--- src/rtl/ser_pkg.sv ---
// Shared types and constants for the ser_feed parallel-to-serial feeder.
package ser_pkg;

  typedef enum logic [1:0] {
    ST_IDLE  = 2'b00,
    ST_SHIFT = 2'b01,
    ST_GAP   = 2'b10
  } state_e;

  localparam int GW = 4;

  // Bit-counter width; it must hold W-1, and W >= 2 keeps this at least 1.
  function automatic int cw_of(input int w);
    return (w > 1) ? $clog2(w) : 1;
  endfunction

endpackage

--- src/rtl/ser_feed_if.sv ---
// Word handshake in, serial stream and status out for the ser_feed feeder.
interface ser_feed_if #(
  parameter int W = 8
);
  logic [W-1:0] din;
  logic         dv;
  logic         rdy;
  logic         a;
  logic         fr;
  logic         busy;
  logic         done;

  modport master (
    output din, dv,
    input  rdy, a, fr, busy, done
  );

  modport slave (
    input  din, dv,
    output rdy, a, fr, busy, done
  );
endinterface

--- src/rtl/ser_dcnt.sv ---
// Loadable down-counter that saturates at zero and flags it.
module ser_dcnt #(
  parameter int N = 4
) (
  input  logic         ck,
  input  logic         rst,
  input  logic         load_i,
  input  logic [N-1:0] val_i,
  input  logic         dec_i,
  output logic         zero_o
);

  logic [N-1:0] cnt_q, cnt_d;

  always_comb begin
    // NOTE: default first so every path assigns cnt_d and no latch is inferred.
    cnt_d = cnt_q;
    if (load_i) begin
      cnt_d = val_i;
    end else if (dec_i && (cnt_q != '0)) begin
      cnt_d = cnt_q - 1'b1;
    end
  end

  // NOTE: non-blocking assignment so every register samples pre-edge values.
  always_ff @(posedge ck or posedge rst) begin
    if (rst) begin
      cnt_q <= '0;
    end else begin
      cnt_q <= cnt_d;
    end
  end

  assign zero_o = (cnt_q == '0);

endmodule

--- src/rtl/ser_feed.sv ---
// Parallel-to-serial feeder: accepts a W-bit word on dv/rdy and shifts it out
// on `a` one bit per clock, optionally followed by GAP forced idle cycles.
module ser_feed
  import ser_pkg::*;
#(
  parameter int W         = 8,
  parameter int GAP       = 0,
  parameter int LSB_FIRST = 0
) (
  input  logic          ck,
  input  logic          rst,
  ser_feed_if.slave     bus
);

  localparam int            CW       = cw_of(W);
  localparam logic [CW-1:0] CNT_LOAD = CW'(W - 1);
  localparam logic [GW-1:0] GAP_LOAD = (GAP > 0) ? GW'(GAP - 1) : '0;

  state_e         state_q, state_d;
  logic [W-1:0]   sh_q, sh_d;
  logic           a_q, a_d;
  logic           fr_q, fr_d;
  logic           done_q, done_d;

  logic           cnt_zero, gcnt_zero;
  logic           cnt_load, cnt_dec;
  logic           gcnt_load, gcnt_dec;
  logic           rdy, accept;
  logic           first_bit, next_bit;
  logic [W-1:0]   din_rest, sh_next;

  ser_dcnt #(.N(CW)) u_bcnt (
    .ck     (ck),
    .rst    (rst),
    .load_i (cnt_load),
    .val_i  (CNT_LOAD),
    .dec_i  (cnt_dec),
    .zero_o (cnt_zero)
  );

  ser_dcnt #(.N(GW)) u_gcnt (
    .ck     (ck),
    .rst    (rst),
    .load_i (gcnt_load),
    .val_i  (GAP_LOAD),
    .dec_i  (gcnt_dec),
    .zero_o (gcnt_zero)
  );

  // With no gap, the last-bit cycle can take the next word for seamless streaming.
  assign rdy    = (state_q == ST_IDLE) ||
                  ((state_q == ST_SHIFT) && cnt_zero && (GAP == 0));
  assign accept = bus.dv && rdy;

  always_comb begin
    if (LSB_FIRST != 0) begin
      first_bit = bus.din[0];
      din_rest  = bus.din >> 1;
      next_bit  = sh_q[0];
      sh_next   = sh_q >> 1;
    end else begin
      first_bit = bus.din[W-1];
      din_rest  = bus.din << 1;
      next_bit  = sh_q[W-1];
      sh_next   = sh_q << 1;
    end
  end

  always_ff @(posedge ck or posedge rst) begin
    if (rst) begin
      state_q <= ST_IDLE;
      sh_q    <= '0;
      a_q     <= 1'b0;
      fr_q    <= 1'b0;
      done_q  <= 1'b0;
    end else begin
      state_q <= state_d;
      sh_q    <= sh_d;
      a_q     <= a_d;
      fr_q    <= fr_d;
      done_q  <= done_d;
    end
  end

  always_comb begin
    state_d = state_q;
    unique case (state_q)
      ST_IDLE:  if (accept) state_d = ST_SHIFT;
      ST_SHIFT: if (cnt_zero && !accept) state_d = (GAP > 0) ? ST_GAP : ST_IDLE;
      ST_GAP:   if (gcnt_zero) state_d = ST_IDLE;
      default:  state_d = ST_IDLE;
    endcase
  end

  always_comb begin
    a_d       = 1'b0;
    fr_d      = 1'b0;
    sh_d      = sh_q;
    cnt_load  = accept;
    cnt_dec   = 1'b0;
    if (accept) begin
      a_d  = first_bit;
      fr_d = 1'b1;
      sh_d = din_rest;
    end else if ((state_q == ST_SHIFT) && !cnt_zero) begin
      a_d     = next_bit;
      fr_d    = 1'b1;
      sh_d    = sh_next;
      cnt_dec = 1'b1;
    end
    done_d    = (state_q == ST_SHIFT) && cnt_zero;
    gcnt_load = (state_q == ST_SHIFT) && cnt_zero && !accept && (GAP > 0);
    gcnt_dec  = (state_q == ST_GAP);
  end

  assign bus.rdy  = rdy;
  assign bus.busy = (state_q != ST_IDLE);
  assign bus.a    = a_q;
  assign bus.fr   = fr_q;
  assign bus.done = done_q;

endmodule

--- src/flat_wrapper.sv ---
// flat-port wrapper written by rule: the top's interface ports become plain ports
module ser_feed_flat import ser_pkg::*;
#(
  parameter int W         = 8,
  parameter int GAP       = 0,
  parameter int LSB_FIRST = 0
)
  (ck, rst, bus_din, bus_dv, bus_rdy, bus_a, bus_fr, bus_busy, bus_done);
  ser_feed_if #(.W(W)) bus_i ();
  input  logic ck;
  input  logic rst;
  input wire logic [$bits(bus_i.din)-1:0] bus_din;
  input wire logic [$bits(bus_i.dv)-1:0] bus_dv;
  output wire logic [$bits(bus_i.rdy)-1:0] bus_rdy;
  output wire logic [$bits(bus_i.a)-1:0] bus_a;
  output wire logic [$bits(bus_i.fr)-1:0] bus_fr;
  output wire logic [$bits(bus_i.busy)-1:0] bus_busy;
  output wire logic [$bits(bus_i.done)-1:0] bus_done;
  assign bus_i.din = bus_din;
  assign bus_i.dv = bus_dv;
  assign bus_rdy = bus_i.rdy;
  assign bus_a = bus_i.a;
  assign bus_fr = bus_i.fr;
  assign bus_busy = bus_i.busy;
  assign bus_done = bus_i.done;
  ser_feed #(.W(W), .GAP(GAP), .LSB_FIRST(LSB_FIRST)) u_core (.ck(ck), .rst(rst), .bus(bus_i));
endmodule
--- config.mk ---
export PLATFORM = sky130hd
export DESIGN_NAME = ser_feed_flat
export DESIGN_NICKNAME = d
export VERILOG_FILES = /design/src/rtl/ser_pkg.sv /design/src/rtl/ser_feed_if.sv /design/src/rtl/ser_dcnt.sv /design/src/rtl/ser_feed.sv /design/src/flat_wrapper.sv
export SDC_FILE = /design/constraint.sdc
export NUM_CORES = 1
export LEC_CHECK = 0
export ABC_AREA = 1
export BUFFER_PORTS_ARGS = -buffer_cell sky130_fd_sc_hd__buf_2
export CORE_UTILIZATION = 25
export CTS_BUF_LIST = sky130_fd_sc_hd__clkbuf_4 sky130_fd_sc_hd__clkbuf_8 sky130_fd_sc_hd__clkbuf_16
export CTS_CLUSTER_SIZE = 20
export DETAILED_ROUTE_END_ITERATION = 8
export GPL_ROUTABILITY_DRIVEN = 0
export PLACE_DENSITY = 0.54
export REMOVE_ABC_BUFFERS = 1
export SYNTH_ARGS = -nofsm -noshare
export SYNTH_HDL_FRONTEND = slang
export SYNTH_HIERARCHICAL = 1
export SYNTH_SLANG_ARGS = --single-unit
--- constraint.sdc ---
create_clock -name ck -period 1.4 [get_ports ck]
set_input_delay 0.14 -clock ck [delete_from_list [all_inputs] [get_ports ck]]
set_output_delay 0.14 -clock ck [all_outputs]
set_load 0.01 [all_outputs]
==> results.yml <==
outcome:
  status: "finished with violations"
  violations: "setup timing"
placed_design:
  place_hpwl_um: 986
  place_ws_ns: -0.0771
  place_inst: 133
  port-buffer-count: 15
  place_area_um2: 815
finish:
  final_cells: 140
  fin_nets: 124
  fillCellCount: 271
  drive_gt1_share_pct: 32.7
  finalInstanceArea_um2: 915
  synthToLayoutAreaGrowth_pct: 33.2
  antenna_cells: 0
drt:
  wl_per_cell_um: 9.56
  drtAntennaViolNets: 0
  routed.top_layer: "met4"
  viasPerCell: 4.27
  first_iter_violations: 8
  wl_met1_um: 629
  first_pass_iters: 5
  wl_um: 1340
  vias: 598
  wl_met2_um: 619
  post-route-drc-count: 0
  wl_met3_um: 70
setup_path:
  r2r-start: "u_core/u_bcnt/cnt_q[0]"
  arrival_ns: 1.32
  rrSetupSlack_ns: 0.01
  end_kind: "output port"
  timing.rr.end: "u_core/sh_q[3]"
  path_max_fanout: 2
  critical_path_class: "flip-flop to output port"
  critPathLaunch: "u_core/u_bcnt/cnt_q[0]"
  crit_path_start_kind: "flip-flop"
  crit_path_end: "bus_rdy"
  rr_worst_depth: 9
  required_ns: 1.26
timing:
  setup_viol: 1
  tns_ns: -0.0646
  period_share_pct: 105
  skew_ns: 0.00315
  fmax_ghz: 0.683
  rsz0062_at_grt: "true"
  post-route-min-period_ns: 1.46
  slew_viol_final: 0
  hold_viol_final: 0
  setup_ws_ns: -0.0646
synth:
  syn_inst: 84
  syn_area_um2: 687
  yosys.area_share.simple_pct: 31.5
  synth_mux_area_share_pct: 0
  synth_top_family_by_area: "simple AND/OR/NAND/NOR gates"
  synth_xor_xnor_area_share_pct: 0
  syn-mean-instance-area_um2: 8.18
  synth_compound_area_share_pct: 2.91
  synth-adder-area-share_pct: 3.64
  synth_cell_types: 12
  ys_seq_elements: 14
  seq_area_frac_synth_pct: 51.0
  yosys_warnings: 6
floorplanning:
  die-area_mm2: 0.00296
  core-area_mm2: 0.00254
  die_w_um: 54.4
  initial_utilization_pct: 27.0
  fp-row-count: 18
  io_pins: 16
  dieHeight_um: 54.4
clock_network:
  numCtsBuffers: 3
  cts.path.max_buffers: 2
  clkSinkCount: 14
  cts_tree: "built"
  cts-root-buf: "clkbuf_4"
  clk_pin_slew_ns: 0.08
  clk_latency_ns: 0.28
  htree_levels: 1
power:
  powerDensity_mw_per_mm2: 2290
  p_leak_uw: 0.000490
  ir_drop_uv: 1030
worst_hold_path:
  hold_class: "input pin to flip-flop"
grt:
  grt_overflow: 0
  grt.total_usage_pct: 12.3
  antenna_found_initial: 0
  grt_pass1_wl_um: 2480
  grt_max_degree: 17
  grt_pass1_vias: 623
flow_run:
  max_cap_violations: 0
routing by layer:
| layer | GRT usage [%] | up-vias |
|---|---|---|
| li1 | - | 318 |
| met1 | 13.4 | 264 |
| met2 | 20.9 | 14 |
| met3 | 5.00 | 2 |
| met4 | 5.13 | 0 |
| met5 | 0 | - |
power breakdown:
part           total (uW)  leakage [uW]  switching (uW)  internal, uW
clock network         287     0.0000210             129           158
registers             662      0.000173            83.1           579
logic                1150      0.000297             620           528
total                2100      0.000490             832          1260
area by class of cell:
type	count	area, um^2	share of cell area (%)
clock buffers	4	36.3	3.97
flip-flops and latches	14	350	38.3
repair buffers	22	144	15.7
well taps	30	37.5	4.10
multi-input cells	57	298	32.6
inverters	13	48.8	5.34
worst min path at each step:
stage | from | endpoint | slack, ns | depth (start not counted)
4_1_cts | bus_din[0] | u_core/sh_q[1] | 0.09 | 3
3_3_place_gp | rst | u_core/u_bcnt/cnt_q[1] | 0.02 | 2
5_1_grt | bus_din[0] | u_core/sh_q[1] | 0.1 | 3
6_report | bus_din[0] | u_core/sh_q[1] | 0.10 | 3
2_1_floorplan | rst | u_core/u_bcnt/cnt_q[0] | -0.11 | 1
3_5_place_dp | rst | u_core/u_bcnt/cnt_q[2] | 0.02 | 2
layout by cell type, fill, tap and decap left out:
master         count
clkbuf_8           1
conb_1             3
inv_1              7
o21ai_0            2
clkbuf_4           3
dfrtp_1           14
nor2_2             1
buf_6              1
nand2_1           22
nand3_1           23
o21ai_1            2
ha_4               2
buf_2             14
nand2_2            2
dlygate4sd3_1      1
inv_2              6
buf_4              5
buf_8              1
critical path, cell delays in order, from the launching register on:
cell and delay [ns]:
dfrtp_1 0.37, inv_2 0.05, ha_4 0.15, ha_4 0.15
inv_2 0.04, nand2_2 0.05, buf_8 0.12, buf_6 0.11
cell usage after synthesis:
cell type / instances / area (um^2)
nand3_1: 23 / 115
nand2_1: 22 / 82.6
dfrtp_1: 14 / 350
inv_1: 11 / 41.3
o21ai_0: 4 / 20.0
ha_1: 2 / 25.0
inv_2: 2 / 7.51
nand2_2: 2 / 12.5
buf_4: 1 / 7.51
buf_8: 1 / 15.0
conb_1: 1 / 3.75
nor2_2: 1 / 6.26
per-stage QoR:
| step | util [%] | hold WS, ns | power, uW |
|---|---|---|---|
| 2_1_floorplan | - | -0.106 | 1270 |
| 3_3_place_gp | 32.0 | 0.0208 | 1580 |
| 3_5_place_dp | 32.0 | 0.0226 | 1610 |
| 4_1_cts | 35.5 | 0.0911 | 2080 |
| 5_1_grt | 35.9 | 0.0980 | 2320 |
| 6_report | 35.9 | 0.100 | 2100 |
cells by family (layout without fill, tap and decap cells):
logic type	count (synthesis)	after routing
AOI/OAI and AO/OA	4	4
adders and majority gates	2	2
buffers and inverters	15	39
DFF	14	14
and+or+nand+nor	48	48
other	1	3
flip-flops by register name (all words and copies together) (netlist names):
signal               flops
u_core/bus.done          1
u_core/bus.fr            1
u_core/u_bcnt/cnt_q      3
u_core/state_q           1
u_core/bus.a             1
u_core/sh_q              7
repair_timing:
| item | 4_1_cts | 5_1_grt |
|---|---|---|
| hold buffers | 1 | 0 |
| pin swaps | 2 | 2 |
| endpoints found under the hold margin | 14 | 0 |
| setup buffers | 2 | 0 |
| resized for setup | 8 | 5 |
| setup endpoints to repair | 4 | 14 |
| gates cloned | 0 | 0 |
(Power assumes the default switching activity.)
